$ cat src/rtl/direct_mapped_cache_pkg.sv
// Shared definitions for the direct-mapped cache: default geometry,
// controller state encoding and address-field width helpers.
package direct_mapped_cache_pkg;

  localparam int DEF_WORD_SIZE  = 16;
  localparam int DEF_LINE_WORDS = 4;
  localparam int DEF_NUM_LINES  = 4;

  // Controller states; encodings are fixed so traces match the datapath docs.
  typedef enum logic [1:0] {
    CACHE_IDLE  = 2'd0,
    CACHE_FILL  = 2'd1,
    CACHE_WRITE = 2'd2,
    CACHE_WDONE = 2'd3
  } cache_state_e;

  // Number of address bits below the index field.
  function automatic int offset_width(input int line_words);
    return $clog2(line_words);
  endfunction

  // Number of address bits that select a line.
  function automatic int index_width(input int num_lines);
    return $clog2(num_lines);
  endfunction

  // Remaining upper address bits stored as the tag.
  function automatic int tag_width(input int word_size, input int line_words, input int num_lines);
    return word_size - $clog2(line_words) - $clog2(num_lines);
  endfunction

endpackage

$ cat src/rtl/direct_mapped_cache_if.sv
// CPU-side request/response and memory-side fill/write-through signals of
// one cache instance. The slave modport is the cache's view; the master
// modport is the combined datapath + main-memory view.
interface direct_mapped_cache_if
  import direct_mapped_cache_pkg::*;
#(
  parameter int WORD_SIZE  = DEF_WORD_SIZE,
  parameter int LINE_WORDS = DEF_LINE_WORDS
);

  logic                            cpu_read;
  logic                            cpu_write;
  logic [WORD_SIZE-1:0]            cpu_address;
  logic [WORD_SIZE-1:0]            cpu_wdata;
  logic [WORD_SIZE-1:0]            cpu_rdata;
  logic                            hit;
  logic                            mem_read;
  logic                            mem_write;
  logic [WORD_SIZE-1:0]            mem_address;
  logic [WORD_SIZE-1:0]            mem_wdata;
  logic [WORD_SIZE*LINE_WORDS-1:0] mem_rdata;
  logic                            mem_ready;

  modport slave (
    input  cpu_read, cpu_write, cpu_address, cpu_wdata, mem_rdata, mem_ready,
    output cpu_rdata, hit, mem_read, mem_write, mem_address, mem_wdata
  );

  modport master (
    output cpu_read, cpu_write, cpu_address, cpu_wdata, mem_rdata, mem_ready,
    input  cpu_rdata, hit, mem_read, mem_write, mem_address, mem_wdata
  );

endinterface

$ cat src/rtl/direct_mapped_cache_line_store.sv
// Valid/tag/data storage for the direct-mapped cache. One combinational
// read port, a whole-line write port (fill) and a single-word write port
// (write-through hit update). Only the valid bits are reset; data and tags
// are never observed while their line is invalid.
module cache_line_store
  import direct_mapped_cache_pkg::*;
#(
  parameter int WORD_SIZE  = DEF_WORD_SIZE,
  parameter int LINE_WORDS = DEF_LINE_WORDS,
  parameter int NUM_LINES  = DEF_NUM_LINES,
  parameter int OFFSET_W   = offset_width(LINE_WORDS),
  parameter int INDEX_W    = index_width(NUM_LINES),
  parameter int TAG_W      = tag_width(WORD_SIZE, LINE_WORDS, NUM_LINES)
) (
  input  logic                            clk,
  input  logic                            reset_n,
  input  logic [INDEX_W-1:0]              rd_index,
  input  logic [OFFSET_W-1:0]             rd_offset,
  output logic                            rd_valid,
  output logic [TAG_W-1:0]                rd_tag,
  output logic [WORD_SIZE-1:0]            rd_word,
  input  logic                            line_we,
  input  logic [INDEX_W-1:0]              line_index,
  input  logic [TAG_W-1:0]                line_tag,
  input  logic [WORD_SIZE*LINE_WORDS-1:0] line_data,
  input  logic                            word_we,
  input  logic [INDEX_W-1:0]              word_index,
  input  logic [OFFSET_W-1:0]             word_offset,
  input  logic [WORD_SIZE-1:0]            word_data
);

  logic [NUM_LINES-1:0] valid_r;
  logic [TAG_W-1:0]     tag_r  [NUM_LINES];
  logic [WORD_SIZE-1:0] data_r [NUM_LINES][LINE_WORDS];

  assign rd_valid = valid_r[rd_index];
  assign rd_tag   = tag_r[rd_index];
  assign rd_word  = data_r[rd_index][rd_offset];

  // Valid bits: cleared by reset, set when a fill installs a line.
  always_ff @(posedge clk) begin
    if (!reset_n) begin
      valid_r <= '0;
    end else if (line_we) begin
      valid_r[line_index] <= 1'b1;
    end
  end

  // Tag and data: a fill overwrites the whole line, a write hit patches one word.
  always_ff @(posedge clk) begin
    if (line_we) begin
      tag_r[line_index] <= line_tag;
      for (int w = 0; w < LINE_WORDS; w++) begin
        data_r[line_index][w] <= line_data[w*WORD_SIZE +: WORD_SIZE];
      end
    end else if (word_we) begin
      data_r[word_index][word_offset] <= word_data;
    end
  end

endmodule

$ cat src/rtl/direct_mapped_cache.sv
// Direct-mapped, read-allocate, write-through cache between one datapath
// memory port and main memory. hit=0 stalls the datapath. Reads that hit
// complete in the same cycle; misses fill a whole line; every write is sent
// to memory and patches the cached word only if that line is resident.
// Optional statistics counters are enabled with the CACHE_STATS_EN macro.
module direct_mapped_cache
  import direct_mapped_cache_pkg::*;
#(
  parameter int WORD_SIZE  = DEF_WORD_SIZE,
  parameter int LINE_WORDS = DEF_LINE_WORDS,
  parameter int NUM_LINES  = DEF_NUM_LINES
) (
  input  logic                 clk,
  input  logic                 reset_n,
  direct_mapped_cache_if.slave bus,
  output logic [WORD_SIZE-1:0] hit_count,
  output logic [WORD_SIZE-1:0] miss_count
);

  localparam int OFFSET_W = offset_width(LINE_WORDS);
  localparam int INDEX_W  = index_width(NUM_LINES);
  localparam int TAG_W    = tag_width(WORD_SIZE, LINE_WORDS, NUM_LINES);

  cache_state_e         state_r;
  logic                 mem_read_r;
  logic                 mem_write_r;
  logic [WORD_SIZE-1:0] lat_addr_r;
  logic [WORD_SIZE-1:0] lat_wdata_r;

  logic [TAG_W-1:0]     cpu_tag_s, lat_tag_s, look_tag_s, rd_tag_s;
  logic [INDEX_W-1:0]   cpu_index_s, lat_index_s, look_index_s;
  logic [OFFSET_W-1:0]  cpu_offset_s, lat_offset_s, look_offset_s;
  logic                 rd_valid_s;
  logic [WORD_SIZE-1:0] rd_word_s;
  logic                 tag_match_s;
  logic                 req_read_s;
  logic                 req_write_s;
  logic                 hit_s;
  logic [WORD_SIZE-1:0] rdata_s;
  logic                 line_we_s;
  logic                 word_we_s;

  assign cpu_tag_s    = bus.cpu_address[WORD_SIZE-1 -: TAG_W];
  assign cpu_index_s  = bus.cpu_address[OFFSET_W +: INDEX_W];
  assign cpu_offset_s = bus.cpu_address[OFFSET_W-1:0];
  assign lat_tag_s    = lat_addr_r[WORD_SIZE-1 -: TAG_W];
  assign lat_index_s  = lat_addr_r[OFFSET_W +: INDEX_W];
  assign lat_offset_s = lat_addr_r[OFFSET_W-1:0];

  // A simultaneous read and write is handled as a write.
  assign req_write_s = bus.cpu_write;
  assign req_read_s  = bus.cpu_read & ~bus.cpu_write;

  // Look up the live CPU address while idle, otherwise the latched request
  // (needed to decide whether a write-through also patches the line).
  always_comb begin
    look_tag_s    = cpu_tag_s;
    look_index_s  = cpu_index_s;
    look_offset_s = cpu_offset_s;
    if (state_r == CACHE_IDLE) begin
      look_tag_s    = cpu_tag_s;
      look_index_s  = cpu_index_s;
      look_offset_s = cpu_offset_s;
    end else begin
      look_tag_s    = lat_tag_s;
      look_index_s  = lat_index_s;
      look_offset_s = lat_offset_s;
    end
  end

  assign tag_match_s = rd_valid_s & (rd_tag_s == look_tag_s);

  // Gate store writes with reset so a memory response racing reset is dropped.
  assign line_we_s = reset_n & (state_r == CACHE_FILL)  & bus.mem_ready;
  assign word_we_s = reset_n & (state_r == CACHE_WRITE) & bus.mem_ready & tag_match_s;

  cache_line_store #(
    .WORD_SIZE  (WORD_SIZE),
    .LINE_WORDS (LINE_WORDS),
    .NUM_LINES  (NUM_LINES),
    .OFFSET_W   (OFFSET_W),
    .INDEX_W    (INDEX_W),
    .TAG_W      (TAG_W)
  ) u_store (
    .clk         (clk),
    .reset_n     (reset_n),
    .rd_index    (look_index_s),
    .rd_offset   (look_offset_s),
    .rd_valid    (rd_valid_s),
    .rd_tag      (rd_tag_s),
    .rd_word     (rd_word_s),
    .line_we     (line_we_s),
    .line_index  (lat_index_s),
    .line_tag    (lat_tag_s),
    .line_data   (bus.mem_rdata),
    .word_we     (word_we_s),
    .word_index  (lat_index_s),
    .word_offset (lat_offset_s),
    .word_data   (lat_wdata_r)
  );

  // Stall/response decode: same-cycle hit on idle reads, stall while memory
  // is busy, one release cycle after a write; forced idle-looking in reset.
  always_comb begin
    hit_s   = 1'b1;
    rdata_s = '0;
    if (!reset_n) begin
      hit_s   = 1'b1;
      rdata_s = '0;
    end else begin
      // Invalid lines read as zero so uninitialised storage never escapes.
      rdata_s = rd_valid_s ? rd_word_s : '0;
      case (state_r)
        CACHE_IDLE: begin
          if (req_write_s) begin
            hit_s = 1'b0;
          end else if (req_read_s) begin
            hit_s = tag_match_s;
          end else begin
            hit_s = 1'b1;
          end
        end
        CACHE_FILL:  hit_s = 1'b0;
        CACHE_WRITE: hit_s = 1'b0;
        CACHE_WDONE: hit_s = 1'b1;
        default:     hit_s = 1'b1;
      endcase
    end
  end

  // Controller: launches fills and write-throughs, waits for mem_ready.
  // A fill is never aborted by an address change; the new address is
  // simply looked up again once the line is installed.
  always_ff @(posedge clk) begin
    if (!reset_n) begin
      state_r     <= CACHE_IDLE;
      mem_read_r  <= 1'b0;
      mem_write_r <= 1'b0;
      lat_addr_r  <= '0;
      lat_wdata_r <= '0;
    end else begin
      case (state_r)
        CACHE_IDLE: begin
          if (req_write_s) begin
            state_r     <= CACHE_WRITE;
            mem_write_r <= 1'b1;
            lat_addr_r  <= bus.cpu_address;
            lat_wdata_r <= bus.cpu_wdata;
          end else if (req_read_s && !tag_match_s) begin
            state_r    <= CACHE_FILL;
            mem_read_r <= 1'b1;
            lat_addr_r <= {cpu_tag_s, cpu_index_s, {OFFSET_W{1'b0}}};
          end
        end
        CACHE_FILL: begin
          if (bus.mem_ready) begin
            state_r    <= CACHE_IDLE;
            mem_read_r <= 1'b0;
          end
        end
        CACHE_WRITE: begin
          if (bus.mem_ready) begin
            state_r     <= CACHE_WDONE;
            mem_write_r <= 1'b0;
          end
        end
        CACHE_WDONE: begin
          state_r <= CACHE_IDLE;
        end
        default: begin
          state_r     <= CACHE_IDLE;
          mem_read_r  <= 1'b0;
          mem_write_r <= 1'b0;
        end
      endcase
    end
  end

  assign bus.hit         = hit_s;
  assign bus.cpu_rdata   = rdata_s;
  assign bus.mem_read    = mem_read_r;
  assign bus.mem_write   = mem_write_r;
  assign bus.mem_address = lat_addr_r;
  assign bus.mem_wdata   = lat_wdata_r;

`ifdef CACHE_STATS_EN
  logic [WORD_SIZE-1:0] hit_cnt_r;
  logic [WORD_SIZE-1:0] miss_cnt_r;

  function automatic logic [WORD_SIZE-1:0] sat_inc(input logic [WORD_SIZE-1:0] v);
    return (&v) ? v : v + WORD_SIZE'(1);
  endfunction

  // Saturating statistics: idle read hits, and every idle-to-memory transition.
  always_ff @(posedge clk) begin
    if (!reset_n) begin
      hit_cnt_r  <= '0;
      miss_cnt_r <= '0;
    end else if (state_r == CACHE_IDLE) begin
      if (req_read_s && tag_match_s) begin
        hit_cnt_r <= sat_inc(hit_cnt_r);
      end
      if (req_write_s || (req_read_s && !tag_match_s)) begin
        miss_cnt_r <= sat_inc(miss_cnt_r);
      end
    end
  end

  assign hit_count  = hit_cnt_r;
  assign miss_count = miss_cnt_r;
`else
  assign hit_count  = '0;
  assign miss_count = '0;
`endif

endmodule

$ cat src/flat_wrapper.sv
// flat-port wrapper written by rule: the top's interface ports become plain ports
module direct_mapped_cache_flat import direct_mapped_cache_pkg::*;
#(
  parameter int WORD_SIZE  = DEF_WORD_SIZE,
  parameter int LINE_WORDS = DEF_LINE_WORDS,
  parameter int NUM_LINES  = DEF_NUM_LINES
)
  (clk, reset_n, hit_count, miss_count, bus_cpu_read, bus_cpu_write, bus_cpu_address, bus_cpu_wdata, bus_mem_rdata, bus_mem_ready, bus_cpu_rdata, bus_hit, bus_mem_read, bus_mem_write, bus_mem_address, bus_mem_wdata);
  direct_mapped_cache_if #(.WORD_SIZE(WORD_SIZE), .LINE_WORDS(LINE_WORDS)) bus_i ();
  input  logic clk;
  input  logic reset_n;
  output logic [WORD_SIZE-1:0] hit_count;
  output logic [WORD_SIZE-1:0] miss_count;
  input wire logic [$bits(bus_i.cpu_read)-1:0] bus_cpu_read;
  input wire logic [$bits(bus_i.cpu_write)-1:0] bus_cpu_write;
  input wire logic [$bits(bus_i.cpu_address)-1:0] bus_cpu_address;
  input wire logic [$bits(bus_i.cpu_wdata)-1:0] bus_cpu_wdata;
  input wire logic [$bits(bus_i.mem_rdata)-1:0] bus_mem_rdata;
  input wire logic [$bits(bus_i.mem_ready)-1:0] bus_mem_ready;
  output wire logic [$bits(bus_i.cpu_rdata)-1:0] bus_cpu_rdata;
  output wire logic [$bits(bus_i.hit)-1:0] bus_hit;
  output wire logic [$bits(bus_i.mem_read)-1:0] bus_mem_read;
  output wire logic [$bits(bus_i.mem_write)-1:0] bus_mem_write;
  output wire logic [$bits(bus_i.mem_address)-1:0] bus_mem_address;
  output wire logic [$bits(bus_i.mem_wdata)-1:0] bus_mem_wdata;
  assign bus_i.cpu_read = bus_cpu_read;
  assign bus_i.cpu_write = bus_cpu_write;
  assign bus_i.cpu_address = bus_cpu_address;
  assign bus_i.cpu_wdata = bus_cpu_wdata;
  assign bus_i.mem_rdata = bus_mem_rdata;
  assign bus_i.mem_ready = bus_mem_ready;
  assign bus_cpu_rdata = bus_i.cpu_rdata;
  assign bus_hit = bus_i.hit;
  assign bus_mem_read = bus_i.mem_read;
  assign bus_mem_write = bus_i.mem_write;
  assign bus_mem_address = bus_i.mem_address;
  assign bus_mem_wdata = bus_i.mem_wdata;
  direct_mapped_cache #(.WORD_SIZE(WORD_SIZE), .LINE_WORDS(LINE_WORDS), .NUM_LINES(NUM_LINES)) u_core (.clk(clk), .reset_n(reset_n), .bus(bus_i), .hit_count(hit_count), .miss_count(miss_count));
endmodule
$ cat config.mk
export PLATFORM = sky130hd
export DESIGN_NAME = direct_mapped_cache_flat
export DESIGN_NICKNAME = d
export VERILOG_FILES = /design/src/rtl/direct_mapped_cache_pkg.sv /design/src/rtl/direct_mapped_cache_if.sv /design/src/rtl/direct_mapped_cache_line_store.sv /design/src/rtl/direct_mapped_cache.sv /design/src/flat_wrapper.sv
export SDC_FILE = /design/constraint.sdc
export NUM_CORES = 1
export LEC_CHECK = 0
export CAP_MARGIN = 15
export CORE_UTILIZATION = 60
export DETAILED_ROUTE_END_ITERATION = 16
export PLACE_DENSITY = 0.85
export SYNTH_ARGS = -nofsm -noshare
export SYNTH_HDL_FRONTEND = slang
export SYNTH_SLANG_ARGS = --single-unit
$ cat constraint.sdc
create_clock -name clk -period 6.4 [get_ports clk]
set_clock_uncertainty 0.05 [all_clocks]
set_input_delay 0.64 -clock clk [delete_from_list [all_inputs] [get_ports clk]]
set_output_delay 0.64 -clock clk [all_outputs]
set_load 0.02 [all_outputs]
# == Word level (Yosys, flattened, before mapping) ==
# Memories as Yosys holds them, arrays and structs flattened.
# Index checks and enable logic that the tools add are counted.
# totals
regBits,40
ram_bits,304
out_inout_bits,83
wordCells,213
mem_count,2
# classes
order_cmp,6
n_eq_ne,10
muxes,100
bitwise_logic,75
reduce_logical,14
# memory_table
memory,depth,width,rd,rd_clocked_by_memory_dff,wr,line_no,text
u_core.u_store.data_r,4,64,1,0,1,direct_mapped_cache_line_store.sv:34,logic [WORD_SIZE-1:0] data_r [NUM_LINES][LINE_WORDS];
u_core.u_store.tag_r,4,12,1,0,1,direct_mapped_cache_line_store.sv:33,logic [TAG_W-1:0] tag_r [NUM_LINES];
# ops
operator,n
$mux W16,7
$mux W1,77
$mux W64,1
$or A1 B1 Y1,64
$bmux W16 S2,1
$demux W16 S2,1
$eq A12 B12 Y1,1
$mux W12,1
$mux W2,6
$ne A2 B2 Y1 const B,5
$pmux W2 S4,1
$and A1 B1 Y1,7
$ge A3 B3 Y1 const B,2
$lt A2 B3 Y1 const B,2
$not A2 Y3,2
$reduce_and A3 Y1,2
$reduce_bool A2 Y1,3
$eq A2 B2 Y1 const B,2
$or A4 B4 Y4,1
$pmux W1 S2,2
$reduce_and A2 Y1,2
$reduce_and A4 Y1,1
$logic_and A1 B1 Y1,3
$lt A3 B1 Y1 const B,1
other kinds (10),10

# == Depth between registers and ports, before layout ==
# Gate-level depths: netlist (run 1).
# logic_depth
word_depth,10
depth_mapped,12
ltp_nobuf,8

# == Modules after synthesis ==
# A second synthesis (run 1) with hierarchy kept.
# unflattened
hier_cells,929
area_unflattened_um2,14456.4
# by_module_without_submodules
mod,instances,cells_each,area_per_inst_um2,seq_area_each_um2
cache_line_store,1,659,12281.8,9208.8
direct_mapped_cache,1,270,2174.6,720.7

# == Worst setup path after synthesis (run 1) ==
# OpenSTA, ideal clock, no wires.
# synth_timing
path_kind,input to output
start,input bus_cpu_address[3]
end,output bus_hit
arrival_time_ns,3.082
t_required_ns,5.710
setup_slack_ns,2.628
cell_stages,9
n_path_buf,1
cell_sequence,or3b_1 -> buf_2 -> nand2_4 -> mux2i_1 -> xnor2_1 -> nand4_1 -> a22oi_4 -> a21boi_0 -> o311ai_0
# synth_between
elab_chain_len,8
elab_cells_between_ends,10
cone_classes,eq/ne (1); mux (7); bitwise (1); memory (1)
# synth_lines
item,line_no,text
"start, declared",flat_wrapper.sv:16,input wire logic [$bits(bus_i.cpu_address)-1:0] bus_cpu_address;
$mux W2 *,direct_mapped_cache.sv:60,if (state_r == CACHE_IDLE) begin
$mem_v2 Z4 W12 or $bmux W1 S2 (tied branches),n/a,
$eq A12 B12 Y1 or $mux W1 (tied branches),"direct_mapped_cache.sv:71, direct_mapped_cache_line_store.sv:36",
$and A1 B1 Y1 *,direct_mapped_cache.sv:71,assign tag_match_s = rd_valid_s & (rd_tag_s == look_tag_s);
$mux W1 *,direct_mapped_cache.sv:117,end else if (req_read_s) begin
$mux W1 *,direct_mapped_cache.sv:115,if (req_write_s) begin
$pmux W1 S3 *,direct_mapped_cache.sv:113,case (state_r)
$mux W1 *,direct_mapped_cache.sv:107,if (!reset_n) begin
"end, declared",flat_wrapper.sv:21,output wire logic [$bits(bus_i.hit)-1:0] bus_hit;
# Every way passes the cells marked *; elsewhere a longest branch is shown, timed or not. The select of a mux whose other input is x is not followed.

# == Worst setup path after layout (run 1) ==
# layout_timing
start,register u_core.state_r[1]
end,output bus_hit
# layout_between
elab_chain_len,9
elab_cells_between_ends,16
cone_classes,eq/ne (4); mux (8); bitwise (1); reduce/logical (2); memory (1)
# layout_lines
item,line_no,text
"start, declared",direct_mapped_cache.sv:24,cache_state_e state_r;
"start signal, assigned",direct_mapped_cache.sv:136,state_r <= CACHE_IDLE;
"start signal, assigned",direct_mapped_cache.sv:145,state_r <= CACHE_WRITE;
"start signal, assigned",direct_mapped_cache.sv:150,state_r <= CACHE_FILL;
$logic_not A2 Y1,"direct_mapped_cache.sv:60, direct_mapped_cache.sv:113",
$mux W2,direct_mapped_cache.sv:60,
$mem_v2 Z4 W12 or $bmux W1 S2 (tied branches),n/a,
$eq A12 B12 Y1 or $mux W1 (tied branches),"direct_mapped_cache.sv:71, direct_mapped_cache_line_store.sv:36",
$and A1 B1 Y1,direct_mapped_cache.sv:71,
$mux W1,direct_mapped_cache.sv:117,
$mux W1,direct_mapped_cache.sv:115,
$pmux W1 S3 *,direct_mapped_cache.sv:113,
$mux W1 *,direct_mapped_cache.sv:107,
# Marked as above.

==> qor.yml, run 1 <==
layout:
  diodes: 0
  fin_nets: 1173
  drive_above_1_share_pct: 20.3
  area_delta_synth_final_pct: 19.5
  stdcell_count: 1421
drt:
  ant_nets: 0
  met1_length_um: 13900
  routed_via_density: 6.30
  wl_met2_um: 18200
  vias: 8948
  wl_met3_um: 3630
  routedWlPerCell_um: 26.2
  drt_iter0_drc: 941
  drt_first_pass_iters: 5
  wirelength_um: 37200
  route.detailed.drc: 0
  highest-signal-layer: "met5"
worst_setup_path:
  critPathMaxFanout: 18
  worst_setup_path_end_kind: "output port"
  r2r-start: "u_core.state_r[1]"
  max_stage_delay_ns: 0.69
  timing.rr.end: "u_core.u_store.data_r[0][59]"
  r2r_slack_ns: 1.80
  slowest_stage: "clkdlybuf4s50_1"
  crit_buf_inv: 1
  rr_worst_depth: 9
  cp-start-kind: "register"
  required_ns: 5.71
  crit_type: "reg2out"
  arrival_ns: 4.76
  critical-path-top-delay-family: "simple AND/OR/NAND/NOR gates"
  crit_chain: "nor2_4 -> mux2_2 -> and3_1 -> nor4_1 -> nand4_1 -> a22oi_4 -> a21boi_0 -> o311ai_0 -> clkdlybuf4s50_1"
power:
  ir_drop_uv: 179
  p_leak_nw: 6.02
  cellPowerDensity_nw_per_um2: 293
  total_power_w: 0.00524
synth:
  synth.top_cell.area_share_pct: 61.0
  synthArstFlopShare_pct: 0
  synthTopCellsByArea: "edfxtp_1 (61%), mux4_2 (9.8%), dfxtp_1 (5.4%)"
  synth_commonest_cells: "edfxtp_1 (304), nand2_1 (68), mux4_2 (65), mux2_2 (50), mux2i_1 (47)"
  syn_inst: 905
  syn_area_um2: 15000
  synth_edf_count: 304
  syn_avg_cell_area_um2: 16.5
  yosysTopAreaCell: "edfxtp_1"
  ys_types: 52
  seq_area_frac_synth_pct: 66.4
  synth-seq-cells: 344
  ys.flop_type: "edfxtp_1"
  yosysWarnings: 0
  yosysMostFrequentCell: "edfxtp_1"
global_route:
  track_usage_pct: 29.3
  grt_start_max_net_pins: 61
  grt_pass1_wl_um: 54300
  grt_pass1_vias: 8766
  grt_overflow: 0
  antenna_found_initial: 2
sta:
  finalSetupViolCount: 0
  max_slew_margin_pct: 45.7
  fin_crit_sh_pct: 85.2
  finalCriticalPeriod_ns: 5.45
  rsz0062_at_grt: "false"
  tightest_slew_ns: 0.810
  maxSlewViolCount: 0
  fmax_mhz: 183
  finalHoldViolations: 0
  tns_ns: 0
die:
  ios: 184
  start_util_pct: 61.3
  die_w_um: 160
  die_y_um: 160
  die_area_um2: 25600
  core-area_um2: 24400
  rows: 57
cts:
  post_cts_buffers: 0
  cts_resized: 0
  cts_sinks: 344
  clk_latency_ns: 0.51
  htree_levels: 2
  cts.clk_slew.worst_paths_ns: 0.06
  numCtsBuffers: 35
  hold_buffers: 0
  cts-root-to-sink-buffers: 3
  cts.root.buffer_cell: "clkbuf_16"
  cts_tree: "built"
min_path:
  min_to: "u_core.u_store.valid_r[0]"
  min_delay_path_depth: 1
  min-delay-start: "u_core.u_store.valid_r[0]"
  hold_path_class: "reg2reg"
run_status:
  status: "finished clean"
place:
  portBuffers: 151
  routabilityCongestion: 0.894
  placedCellCount: 1359
  hpwlAfterDp_um: 23900
job:
  cap_viol_max_count: 0
==> how the worst max path moves through the flow <==
stage / from / end / slack (ns) / cells past startpoint
floorplan: bus_cpu_address[3] / bus_hit / 2.63 / 9
global placement: bus_cpu_address[3] / bus_hit / 1.20 / 10
detailed placement: bus_cpu_address[3] / bus_hit / 1.22 / 10
CTS: u_core.state_r[1] / bus_hit / 1.07 / 9
global route: u_core.state_r[1] / bus_hit / 0.85 / 9
finish: u_core.state_r[1] / bus_hit / 0.95 / 9
==> cells in the final DEF (no fill, tap or decap), types with 4 or more instances in the layout <==
cell	count
a211oi_1	35
a21boi_0	17
a21o_1	4
a21oi_1	27
and3_1	9
buf_4	33
clkbuf_1	6
clkbuf_16	38
clkbuf_8	4
clkdlybuf4s50_1	150
clkinv_2	8
conb_1	32
dfxtp_1	40
edfxtp_1	304
mux2_1	22
mux2_2	50
mux2i_1	45
mux4_2	65
nand2_1	67
nand3_1	25
nand3_2	4
nand4_1	5
nor2_1	6
nor2b_1	16
nor4_1	4
o21ai_0	22
xnor2_1	8
==> final cells by class <==
cell class	instances	area, um2
Clock buffer	48	1030
Fill cell	1411	6520
Timing Repair Buffer	184	1750
Sequential cell	344	9930
Tap cell	324	405
Clock inverter	14	120
Inverter	3	11.3
Multi-Input combinational cell	504	4630
==> metrics by stage <==
stage / utilization (%) / hold WS [ns] / area [um2] / worst slack, ns
5_1_grt: 73.3 / 0.414 / 17900 / 0.849
2_1_floorplan: - / 0.371 / 15100 / 2.63
6_report: 73.3 / 0.399 / 17900 / 0.948
4_1_cts: 73.3 / 0.403 / 17900 / 1.07
3_5_place_dp: 68.6 / 0.389 / 16700 / 1.22
3_3_place_gp: 68.6 / 0.383 / 16700 / 1.20
==> registers in the layout, indices dropped and copies added (netlist names) <==
name / flops
u_core.bus.mem_wdata: 16
u_core.bus.mem_read: 1
u_core.bus.mem_write: 1
u_core.u_store.data_r: 256
u_core.u_store.tag_r: 48
u_core.u_store.valid_r: 4
u_core.state_r: 2
u_core.bus.mem_address: 16
==> worst reg2reg max path, stage by stage (launching register included) <==
cell     delay, ns
dfxtp_1       0.53
nor2_4        0.67
mux2_2        0.46
and3_1        0.15
nor4_1        0.52
nand4_1       0.25
a22oi_4       0.34
nand3_2       0.57
a21oi_1       0.38
buf_4         0.33
==> per-layer routing <==
layer	GRT usage (%)	vias up
li1	-	3845
met1	39.4	4453
met2	48.2	572
met3	5.14	76
met4	11.4	2
met5	0	-
==> logic make-up (layout without fill, tap and decap cells) <==
family                 after synthesis  after routing  synth area share, %
flip-flops                         344            344                 66.4
multiplexers                       184            184                 18.3
AO/OA/AOI/OAI                      121            121                 5.51
buffers and inverters               88            249                 3.65
other                                1             32               0.0251
XOR/XNOR                             8              8                0.468
AND/OR/NAND/NOR                    159            159                 5.63
==> where the power goes <==
group	internal, W	total (W)	switching [W]
Combinational	0.000314	0.000687	0.000373
Clock	0.00121	0.00202	0.000813
Sequential	0.00248	0.00253	0.0000488
Total	0.00400	0.00524	0.00124
No activity file was read; power rests on OpenSTA's default activity.
==> inputs of run 2 (changes only) <==
Settings changed: SKIP_CTS_REPAIR_TIMING set to 1.
==> results of run 2 <==
Final layout, timing and power as in run 1 (identical DEF).
